--- src/rtl/nibble_sort_ctrl.sv ---
// nibble_sort_ctrl
// Sorts four unsigned 4-bit operands with an early-exit bubble sort that
// performs exactly one compare-and-swap per SORT cycle. The result, the
// number of swaps and the number of compares are registered on entry to
// DONE and held until the next completed sort. DESCEND selects the order.

module nibble_sort_ctrl #(
    parameter bit DESCEND = 1'b0
) (
    input  logic       clk,
    input  logic       rst_n,
    input  logic       start,
    input  logic [3:0] din0,
    input  logic [3:0] din1,
    input  logic [3:0] din2,
    input  logic [3:0] din3,
    output logic       busy,
    output logic       done,
    output logic [3:0] dout0,
    output logic [3:0] dout1,
    output logic [3:0] dout2,
    output logic [3:0] dout3,
    output logic [2:0] swap_cnt,
    output logic [2:0] cmp_cnt
);

    typedef enum logic [1:0] {
        ST_IDLE = 2'd0,
        ST_SORT = 2'd1,
        ST_DONE = 2'd2
    } state_t;

    // True when the pair (a, b) at positions i, i+1 violates the requested
    // order. Equal values are never out of order, so they are never swapped.
    function automatic logic out_of_order(
        input logic [3:0] a,
        input logic [3:0] b,
        input logic       desc
    );
        logic res;
        if (desc) begin
            res = (a < b);
        end else begin
            res = (a > b);
        end
        return res;
    endfunction

    // Control state
    state_t          state_r;
    state_t          state_s;

    // Working registers: r_r[k] holds element k of the array being sorted
    logic [3:0][3:0] r_r;
    logic [3:0][3:0] r_s;
    logic [1:0]      p_r;
    logic [1:0]      p_s;
    logic [1:0]      i_r;
    logic [1:0]      i_s;
    logic            swapped_r;
    logic            swapped_s;
    logic [2:0]      swap_int_r;
    logic [2:0]      swap_int_s;
    logic [2:0]      cmp_int_r;
    logic [2:0]      cmp_int_s;

    // Compare datapath
    logic [3:0]      a_s;
    logic [3:0]      b_s;
    logic            ooo_s;
    logic            last_pos_s;
    logic            pass_swapped_s;
    logic            load_out_s;

    // Registered outputs
    logic            busy_r;
    logic            done_r;
    logic [3:0][3:0] dout_r;
    logic [2:0]      swap_cnt_r;
    logic [2:0]      cmp_cnt_r;

    // Select the adjacent pair at position i and evaluate its ordering
    always_comb begin
        a_s            = r_r[i_r];
        b_s            = r_r[i_r + 2'd1];
        ooo_s          = out_of_order(a_s, b_s, DESCEND);
        last_pos_s     = (i_r == (2'd2 - p_r));
        pass_swapped_s = swapped_r | ooo_s;
    end

    // Next-state logic, working-register updates and output load strobe
    always_comb begin
        state_s    = state_r;
        r_s        = r_r;
        p_s        = p_r;
        i_s        = i_r;
        swapped_s  = swapped_r;
        swap_int_s = swap_int_r;
        cmp_int_s  = cmp_int_r;
        load_out_s = 1'b0;

        case (state_r)
            ST_IDLE: begin
                if (start) begin
                    r_s        = {din3, din2, din1, din0};
                    p_s        = 2'd0;
                    i_s        = 2'd0;
                    swapped_s  = 1'b0;
                    swap_int_s = 3'd0;
                    cmp_int_s  = 3'd0;
                    state_s    = ST_SORT;
                end else begin
                    state_s    = ST_IDLE;
                end
            end

            ST_SORT: begin
                cmp_int_s = cmp_int_r + 3'd1;
                if (ooo_s) begin
                    r_s[i_r]         = b_s;
                    r_s[i_r + 2'd1]  = a_s;
                    swap_int_s       = swap_int_r + 3'd1;
                    swapped_s        = 1'b1;
                end else begin
                    swapped_s        = swapped_r;
                end

                if (last_pos_s) begin
                    // A pass with no swap means the array is already ordered
                    if ((p_r == 2'd2) || !pass_swapped_s) begin
                        state_s    = ST_DONE;
                        load_out_s = 1'b1;
                    end else begin
                        p_s        = p_r + 2'd1;
                        i_s        = 2'd0;
                        swapped_s  = 1'b0;
                    end
                end else begin
                    i_s = i_r + 2'd1;
                end
            end

            ST_DONE: begin
                state_s = ST_IDLE;
            end

            default: begin
                state_s = ST_IDLE;
            end
        endcase
    end

    // State register
    always_ff @(posedge clk or negedge rst_n) begin
        if (!rst_n) begin
            state_r <= ST_IDLE;
        end else begin
            state_r <= state_s;
        end
    end

    // Working registers, pass/position indices and internal counters
    always_ff @(posedge clk or negedge rst_n) begin
        if (!rst_n) begin
            r_r        <= {4{4'd0}};
            p_r        <= 2'd0;
            i_r        <= 2'd0;
            swapped_r  <= 1'b0;
            swap_int_r <= 3'd0;
            cmp_int_r  <= 3'd0;
        end else begin
            r_r        <= r_s;
            p_r        <= p_s;
            i_r        <= i_s;
            swapped_r  <= swapped_s;
            swap_int_r <= swap_int_s;
            cmp_int_r  <= cmp_int_s;
        end
    end

    // Output registers: status tracks the next state, results load on DONE entry
    always_ff @(posedge clk or negedge rst_n) begin
        if (!rst_n) begin
            busy_r     <= 1'b0;
            done_r     <= 1'b0;
            dout_r     <= {4{4'd0}};
            swap_cnt_r <= 3'd0;
            cmp_cnt_r  <= 3'd0;
        end else begin
            busy_r <= (state_s == ST_SORT);
            done_r <= load_out_s;
            if (load_out_s) begin
                dout_r     <= r_s;
                swap_cnt_r <= swap_int_s;
                cmp_cnt_r  <= cmp_int_s;
            end else begin
                dout_r     <= dout_r;
                swap_cnt_r <= swap_cnt_r;
                cmp_cnt_r  <= cmp_cnt_r;
            end
        end
    end

    assign busy     = busy_r;
    assign done     = done_r;
    assign dout0    = dout_r[0];
    assign dout1    = dout_r[1];
    assign dout2    = dout_r[2];
    assign dout3    = dout_r[3];
    assign swap_cnt = swap_cnt_r;
    assign cmp_cnt  = cmp_cnt_r;

endmodule

--- config.mk ---
export PLATFORM = sky130hd
export DESIGN_NAME = nibble_sort_ctrl
export DESIGN_NICKNAME = d
export VERILOG_FILES = /design/src/rtl/nibble_sort_ctrl.sv
export SDC_FILE = /design/constraint.sdc
export NUM_CORES = 1
export LEC_CHECK = 0
export CORE_UTILIZATION = 40
export CTS_CLUSTER_DIAMETER = 40
export DETAILED_ROUTE_END_ITERATION = 7
export SLEW_MARGIN = 10
export SYNTH_ARGS = -nofsm -noshare
export SYNTH_HDL_FRONTEND = slang
export SYNTH_SLANG_ARGS = --single-unit
--- constraint.sdc ---
create_clock -name clk -period 5.7 [get_ports clk]
set_clock_uncertainty 0.1 [all_clocks]
set_input_delay 1.14 -clock clk [delete_from_list [all_inputs] [get_ports clk]]
set_output_delay 1.14 -clock clk [all_outputs]
set_load 0.05 [all_outputs]
==> reports/results.ini, run 1 <==
[outcome]
status = completed

[sta]
slew_headroom_pct = 39.0
max_freq_mhz = 230
rsz0062_at_grt = false
period_needed_ns = 4.34
worstMarginPinSlew_ns = 0.912
hold_viol_final = 0
hold_ws_ns = 0.406
report.final.slew_viol_count = 0
finalCritPeriodShare_pct = 76.2
setup-tns-final_ns = 0
setup_viol = 0
fin_ws_ns = 1.36

[detailed_routing]
wl_per_cell_um = 19.4
vias_per_cell = 6.24
antenna_left = 0
wl_mm = 10.3
drtIter0Drc = 295
drt-pass1-iter-count = 7
via_count = 3324
drc = 0

[synthesis]
syn-instance-count = 393
synth_top_area_share_pct = 35.6
synth_fp_nets = 427
ys_types = 55
syn_avg_cell_area_um2 = 9.47
synth-edff-count = 0
syn_area_mm2 = 0.00372
post-synth-top-area-cell = dfrtp_1
synth_flop_cell = dfrtp_1
ys_async_sr_fraction_pct = 100
synthTopCellsByArea = dfrtp_1, mux2i_1, a21oi_1
seq_area_frac_synth_pct = 35.6
yosys_warnings = 0
synth-seq-cells = 53

[clock_tree]
post_cts_buffers = 0
numCtsBuffers = 5
clockBufferDepth = 2
clkTransAtPathRegs_ns = 0.11
clock_latency_ns = 0.32
cts_resized = 0
root_buffer = clkbuf_8
cts_tree = yes
cts_hold_buf = 0
cts_max_level = 2
cts.sinks = 53

[global_routing]
busiest_layer = met2
grt_pass1_wl_mm = 16.8
antenna_found_initial = 0
grt_overflow = 0
grt_max_degree = 54
grt_pass1_vias = 3158
track_usage_pct = 21.8
grt_util_met2_pct = 36.1
use_met1_pct = 30.3
use_met3_pct = 3.05

[place]
hpwlAfterDp_mm = 7.36
place.gp.congestion = 0.870
placed_area_mm2 = 0.00419
port_buffers = 42
dpl_worst_slack_ns = 1.48

[worst_setup_path]
path_cells = inv_1, ha_1, inv_1, nand2_1, nand2_1, ha_1, a21oi_1, a21boi_0, buf_4, o32a_1, mux2_2
critPathMaxFanout = 20
cp-start-kind = flop
crit_slowest_cell = ha_1
max_stage_delay_ns = 0.72
cp_data_required_time_ns = 5.82
cp_num_buf_inv = 3
critPathArrivalTime_ns = 4.46
critical-path-top-delay-family = compound AO/OA/AOI/OAI gates
endpoint_kind = flop
ff2ff_setup_slack_ns = 1.36
crit_type = reg -> reg

[cells_and_area]
finalNetCount = 458
mostFrequentLayoutCell = dfrtp_1
diodes = 0
regArea_mm2 = 0.00133
fin_area_mm2 = 0.00429
area_growth_pct = 15.2
drive_gt1_share_pct = 8.71
final_cell_mix = dfrtp_1, clkdlybuf4s50_1, a21oi_1
multiInputGateArea_mm2 = 0.00217
fillCellCount = 855

[die]
die_w_um = 98.5
fp.coreArea_mm2 = 0.00885
io_pins = 43
start_util_pct = 42.1
die_h_um = 98.5
fp.dieArea_mm2 = 0.00969
rows = 34

[run]
drv_cap = 0

[hold_path]
hp-class = reg -> reg

area by class of cell:
| cell class | count | share of cell area [%] |
|---|---|---|
| clock buffer | 6 | 1.93 |
| clock inverter | 2 | 0.379 |
| inverter | 27 | 2.36 |
| multi-input combinational | 290 | 50.7 |
| sequential | 53 | 30.9 |
| tap | 108 | 3.15 |
| timing repair buffer | 47 | 10.6 |
cell families after synthesis:
group | Yosys count | synth area share (%)
AOI/OAI and AO/OA | 150 | 28.1
adders and majority gates | 15 | 5.04
buffers and inverters | 50 | 5.95
and+or+nand+nor | 81 | 11.4
DFF | 53 | 35.6
muxes | 42 | 13.3
xor gates and xnor gates | 2 | 0.471
synth_stat cells, types with 2 or more instances:
cell / n
a21o_1: 8
a21oi_1: 38
a221o_1: 4
a221oi_1: 2
a22o_1: 4
a22oi_1: 3
a2bb2oi_1: 3
a31oi_1: 6
a32oi_1: 10
and3_1: 3
buf_1: 3
buf_2: 9
buf_6: 3
clkbuf_1: 8
dfrtp_1: 53
ha_1: 15
inv_1: 26
mux2_1: 4
mux2_2: 13
mux2i_1: 20
mux4_2: 4
nand2_1: 30
nand2b_1: 7
nand3_1: 6
nand3b_1: 6
nand4_1: 2
nor2_1: 8
nor2b_1: 13
o211ai_1: 6
o21ai_0: 25
o221ai_1: 10
o22a_1: 5
o22ai_1: 10
o32a_1: 4
xor2_1: 2
worst paths after layout:
check,from,endpoint,cells after the start
min,swap_cnt[2]$_DFFE_PN0P_,swap_cnt[2]$_DFFE_PN0P_,1
min in group asynchronous,rst_n,r_r[14]$_DFF_PN0_,2
min reg2reg,swap_cnt[2]$_DFFE_PN0P_,swap_cnt[2]$_DFFE_PN0P_,1
max reg2reg,i_r[1]$_DFFE_PN0P_,dout0[3]$_DFFE_PN0P_,11
max,i_r[1]$_DFFE_PN0P_,dout0[3]$_DFFE_PN0P_,11
max in group asynchronous,rst_n,r_r[12]$_DFF_PN0_,2
registers in the layout, indices dropped and copies added, names as in the netlist:
register    count
busy            1
p_r             2
swapped_r       1
cmp_cnt         3
dout3           4
i_r             2
swap_int_r      3
dout2           4
dout0           4
swap_cnt        3
cmp_int_r       3
r_r            16
dout1           4
state_r         2
done            1
metal layers:
layer,wire length (um),up-vias
li1,-,1547
met1,4830,1638
met2,4830,124
met3,513,15
met4,152,0
met5,0,-
stage by stage:
step	util [%]	instances
2_1_floorplan	-	393
6_report	48.5	533
5_1_grt	48.5	533
3_3_place_gp	47.3	525
3_5_place_dp	47.3	525
4_1_cts	48.5	533
worst reg2reg max path: cells and delay by family, from the launching register on:
kind            cells  cell delay (ns)
mux                 1             0.26
buf+inv             3             0.82
simple gates        2             0.21
flops               1             0.63
compound gates      3             1.16
fa+ha+maj           2             1.07
Power of run 1 is not shown: default switching activity piles up to over one toggle a cycle in this logic, so the estimate is an artifact.
==> inputs of run 2 (changes only) <==
Clock period 5.7 ns to 4.1 ns, I/O delays scaled along.
==> run 2 against run 1 <==
Net effect:
- first-iteration DRC count is 6.8% lower
- fmax is 29% higher
- non-clock buffer count is 8 higher
- largest cell class unchanged
- the flow now finishes with violations (DRC)
- global-route usage is 1.6 points higher
- sequential share of layout area is 0.43 points lower
- via count is 1.9% higher
- design area is 1.4% higher
- critical path depth is 3 lower
- die area stayed put
- clock-buffer cell count stayed put
==> reports/results.ini, run 2 (synthesis gave the netlist of run 1 again) <==
[outcome]
status = finished, violations left
violations = DRC

[die]
io_pins = 43
fp.coreArea_mm2 = 0.00885
start_util_pct = 42.1
rows = 34
die_h_um = 98.5
die_w_um = 98.5
fp.dieArea_mm2 = 0.00969

[worst_setup_path]
cp_data_required_time_ns = 4.21
r2r-start = i_r[0]$_DFFE_PN0P_
crit_type = reg -> reg
ff2ff_setup_slack_ns = 0.73
critPathArrivalTime_ns = 3.48
critPathMaxFanout = 46
rr_endpoint = dout3[3]$_DFFE_PN0P_
cp-start-kind = flop
endpoint_kind = flop
reg2reg_depth = 8

[cells_and_area]
regArea_mm2 = 0.00133
fin_area_mm2 = 0.00435
final_cell_mix = dfrtp_1, clkdlybuf4s50_1, a21oi_1
largest_reg_flops = 16
stdcell_count = 541
top_register = r_r
mostFrequentLayoutCell = dfrtp_1
finalNetCount = 466
drive_gt1_share_pct = 10.4
diodes = 0
multiInputGateArea_mm2 = 0.00217
fillCellCount = 853
area_growth_pct = 16.8

[hold_path]
hold_end = dout2[1]$_DFFE_PN0P_
min_from = dout2[1]$_DFFE_PN0P_
hp-class = reg -> reg
hold_depth = 1

[place]
placed_cells = 533
place.gp.congestion = 0.915
port_buffers = 42
hpwlAfterDp_mm = 7.82
placed_area_mm2 = 0.00425

[clock_tree]
cts.sinks = 53
clockBufferDepth = 2
cts_tree = yes
cts_resized = 0
clkTransAtPathRegs_ns = 0.11
cts_hold_buf = 0
cts_max_level = 2
root_buffer = clkbuf_8
clock_latency_ns = 0.33
post_cts_buffers = 0
numCtsBuffers = 5

[sta]
max_freq_mhz = 296
worstMarginPinSlew_ns = 1.00
rsz0062_at_grt = false
report.final.slew_viol_count = 0
hold_viol_final = 0
setup-tns-final_ns = 0
period_needed_ns = 3.37
slew_headroom_pct = 33.1
finalCritPeriodShare_pct = 82.3
setup_viol = 0

[global_routing]
grt_overflow = 0
antenna_found_initial = 0
grt_pass1_vias = 3275
grt_pass1_wl_mm = 17.6
track_usage_pct = 23.4
grt_max_degree = 47

[detailed_routing]
wl_mm = 10.7
antenna_left = 0
vias_per_cell = 6.26
drtIter0Drc = 275
via_count = 3386
drc = 1
wl_per_cell_um = 19.8
drt-pass1-iter-count = 8

[run]
drv_cap = 0

==> run 2: cell count changes in the layout (fill, tap and decap cells not counted), sizes merged <==
cell | before | now
buf | 6 | 14
==> run 2: worst max path at each step <==
stage | from | end | slack, ns | cells after the start
final | i_r[0]$_DFFE_PN0P_ | dout3[3]$_DFFE_PN0P_ | 0.73 | 8
after global routing | i_r[0]$_DFFE_PN0P_ | swap_cnt[2]$_DFFE_PN0P_ | 0.50 | 10
after CTS | i_r[0]$_DFFE_PN0P_ | dout3[3]$_DFFE_PN0P_ | 0.78 | 8
after detailed placement | start | dout3[1]$_DFFE_PN0P_ | 0.68 | 7
after global placement | start | dout3[1]$_DFFE_PN0P_ | 0.69 | 7
after floorplan | i_r[0]$_DFFE_PN0P_ | dout2[1]$_DFFE_PN0P_ | 0.008 | 17
==> run 2: layout make-up <==
| type | count | share of cell area [%] |
|---|---|---|
| multi-input cells | 290 | 50.0 |
| flip-flops and latches | 53 | 30.5 |
| repair buffers | 55 | 11.8 |
| well taps | 108 | 3.11 |
| inverters | 27 | 2.33 |
| clock buffers | 6 | 1.90 |
| clock inverters | 2 | 0.374 |
==> run 2: stage by stage <==
step	hold WS, ns	worst slack (ns)	util (%)
final	0.401	0.727	49.1
after global routing	0.442	0.499	49.1
after CTS	0.406	0.778	49.1
after detailed placement	0.380	0.676	48.0
after global placement	0.377	0.695	48.0
after floorplan	0.362	0.00813	-
==> run 2: worst max-delay path: stages, from the launching register on <==
cell	delay (ns)
dfrtp_1	0.36
buf_4	0.42
mux4_2	0.65
ha_1	0.41
nand4_1	0.25
nand2_1	0.20
a21oi_1	0.34
a32oi_1	0.20
mux2_1	0.32
==> run 2: routing by layer <==
metal,track usage (%),routed length [um],up-vias,part of all wire (%)
li1,-,-,1566,-
met1,33.3,4980,1662,46
met2,35.6,4800,138,45
met3,3.83,647,20,6.0
met4,9.41,295,0,2.8
met5,0,0,-,0
Power of run 2 is left out for the same reason.
==> inputs of run 3 (changes only) <==
Clock period 4.1 ns to 2.85 ns, I/O delays scaled along.
==> run 3 against run 2 <==
Net effect:
- critical path type unchanged
- worst hold slack worse by 0.14 ns
- highest routed layer unchanged
- clock-buffer cell count is 1 lower
- fmax is 17% higher
- via count is 11% higher
- design area is 24% higher
- core utilization is 12 points higher
- flip-flop and latch count stayed put
- global-route usage is 3.1 points higher
- setup slack worse by 0.75 ns
- the flow finishes with violations (setup timing)
- wire length is 21% higher
- critical path depth is 5 higher
==> reports/results.ini, run 3 (synthesis gave the netlist of run 1 again) <==
[sta]
setup_viol = 15
rsz0062_at_grt = true
fin_ws_ns = -0.0267
report.final.slew_viol_count = 0
worstMarginPinSlew_ns = 0.842
setup-tns-final_ns = -0.156
hold_viol_final = 0
slew_headroom_pct = 43.8
max_freq_mhz = 348
period_needed_ns = 2.88
finalCritPeriodShare_pct = 101

[die]
rows = 34
start_util_pct = 42.1
die_w_um = 98.5
io_pins = 43
fp.coreArea_mm2 = 0.00885
fp.dieArea_mm2 = 0.00969
die_h_um = 98.5

[detailed_routing]
wl_per_cell_um = 20.7
antenna_left = 0
via_count = 3763
drt-pass1-iter-count = 5
wl_mm = 12.9
drc = 0
drtIter0Drc = 228
vias_per_cell = 6.02

[clock_tree]
cts.sinks = 53
cts_max_level = 2
numCtsBuffers = 5
root_buffer = clkbuf_8
cts_tree = yes
clkTransAtPathRegs_ns = 0.11
clock_latency_ns = 0.32
clockBufferDepth = 2
cts_hold_buf = 0

[worst_setup_path]
endpoint_kind = flop
cp_data_required_time_ns = 2.97
critPathMaxFanout = 6
cp-start-kind = flop
crit_type = reg -> reg
critPathArrivalTime_ns = 2.99

[cells_and_area]
diodes = 0
area_growth_pct = 44.8
stdcell_count = 625
finalNetCount = 550
top_register = r_r
mostFrequentLayoutCell = buf_4
largest_reg_flops = 16
post-route-util_pct = 60.9
drive_gt1_share_pct = 33.8
final_cell_mix = buf_4, dfrtp_1, clkdlybuf4s50_1

[run]
drv_cap = 0

[outcome]
violations = setup timing
status = finished, violations left

[place]
port_buffers = 42
placed_cells = 594
place.gp.congestion = 0.930
hpwlAfterDp_mm = 9.05

[global_routing]
grt_pass1_wl_mm = 19.8
grt_overflow = 0
grt_max_degree = 54
antenna_found_initial = 0
track_usage_pct = 26.5
grt_pass1_vias = 3661

[hold_path]
hp-class = in -> async

## run 3: what timing repair did
item,in CTS,in global routing
endpoints found under the setup margin,33,36
cloned,4,0
resized for setup,34,34
setup buffers,11,9
pin swaps,6,17
## run 3: area by class of cell
type                    count  area, um2
clock buffers               5       68.8
clock inverters             3       28.8
fillers                   775       3460
inverters                  27        109
multi-input cells         292       2530
flip-flops and latches     53       1330
well taps                 108        135
repair buffers            137       1190
## run 3: worst paths after layout
path,startpoint,to,slack (ns),depth (start not counted)
worst max-delay path,i_r[0]$_DFFE_PN0P_,dout2[3]$_DFFE_PN0P_,-0.03,13
worst max register to register,i_r[0]$_DFFE_PN0P_,dout2[3]$_DFFE_PN0P_,-0.03,13
worst min register to register,dout0[3]$_DFFE_PN0P_,dout0[3]$_DFFE_PN0P_,0.42,1
min in group clk,dout0[3]$_DFFE_PN0P_,dout0[3]$_DFFE_PN0P_,0.42,1
max in group asynchronous,rst_n,i_r[0]$_DFFE_PN0P_,1.90,2
worst min-delay path,rst_n,dout0[3]$_DFFE_PN0P_,0.26,2
## run 3: worst max-delay path: stages (launching register included)
cell and delay, ns:
dfrtp_2 0.45, buf_12 0.15, inv_6 0.03, ha_4 0.30, inv_4 0.06, buf_6 0.11
nand2_2 0.05, nand2_2 0.06, ha_4 0.27, a21o_1 0.22, o211ai_1 0.25, buf_4 0.26
nand2_8 0.11, mux2_4 0.34
## run 3: stage by stage
step | hold WS [ns] | worst slack [ns] | instance area, um2
after floorplan | 0.174 | -0.586 | 3810
after global placement | 0.389 | -0.216 | 4770
after detailed placement | 0.393 | -0.257 | 4770
after CTS | 0.280 | -0.00828 | 5180
after global routing | 0.333 | -0.0965 | 5390
final | 0.260 | -0.0267 | 5390
## run 3: layer usage
layer,wire length [um],global-route usage [%]
met4,455,10.2
met3,679,4.40
met2,6300,45.1
met1,5490,33.8
met5,0,0
Power of run 3 is left out for the same reason.
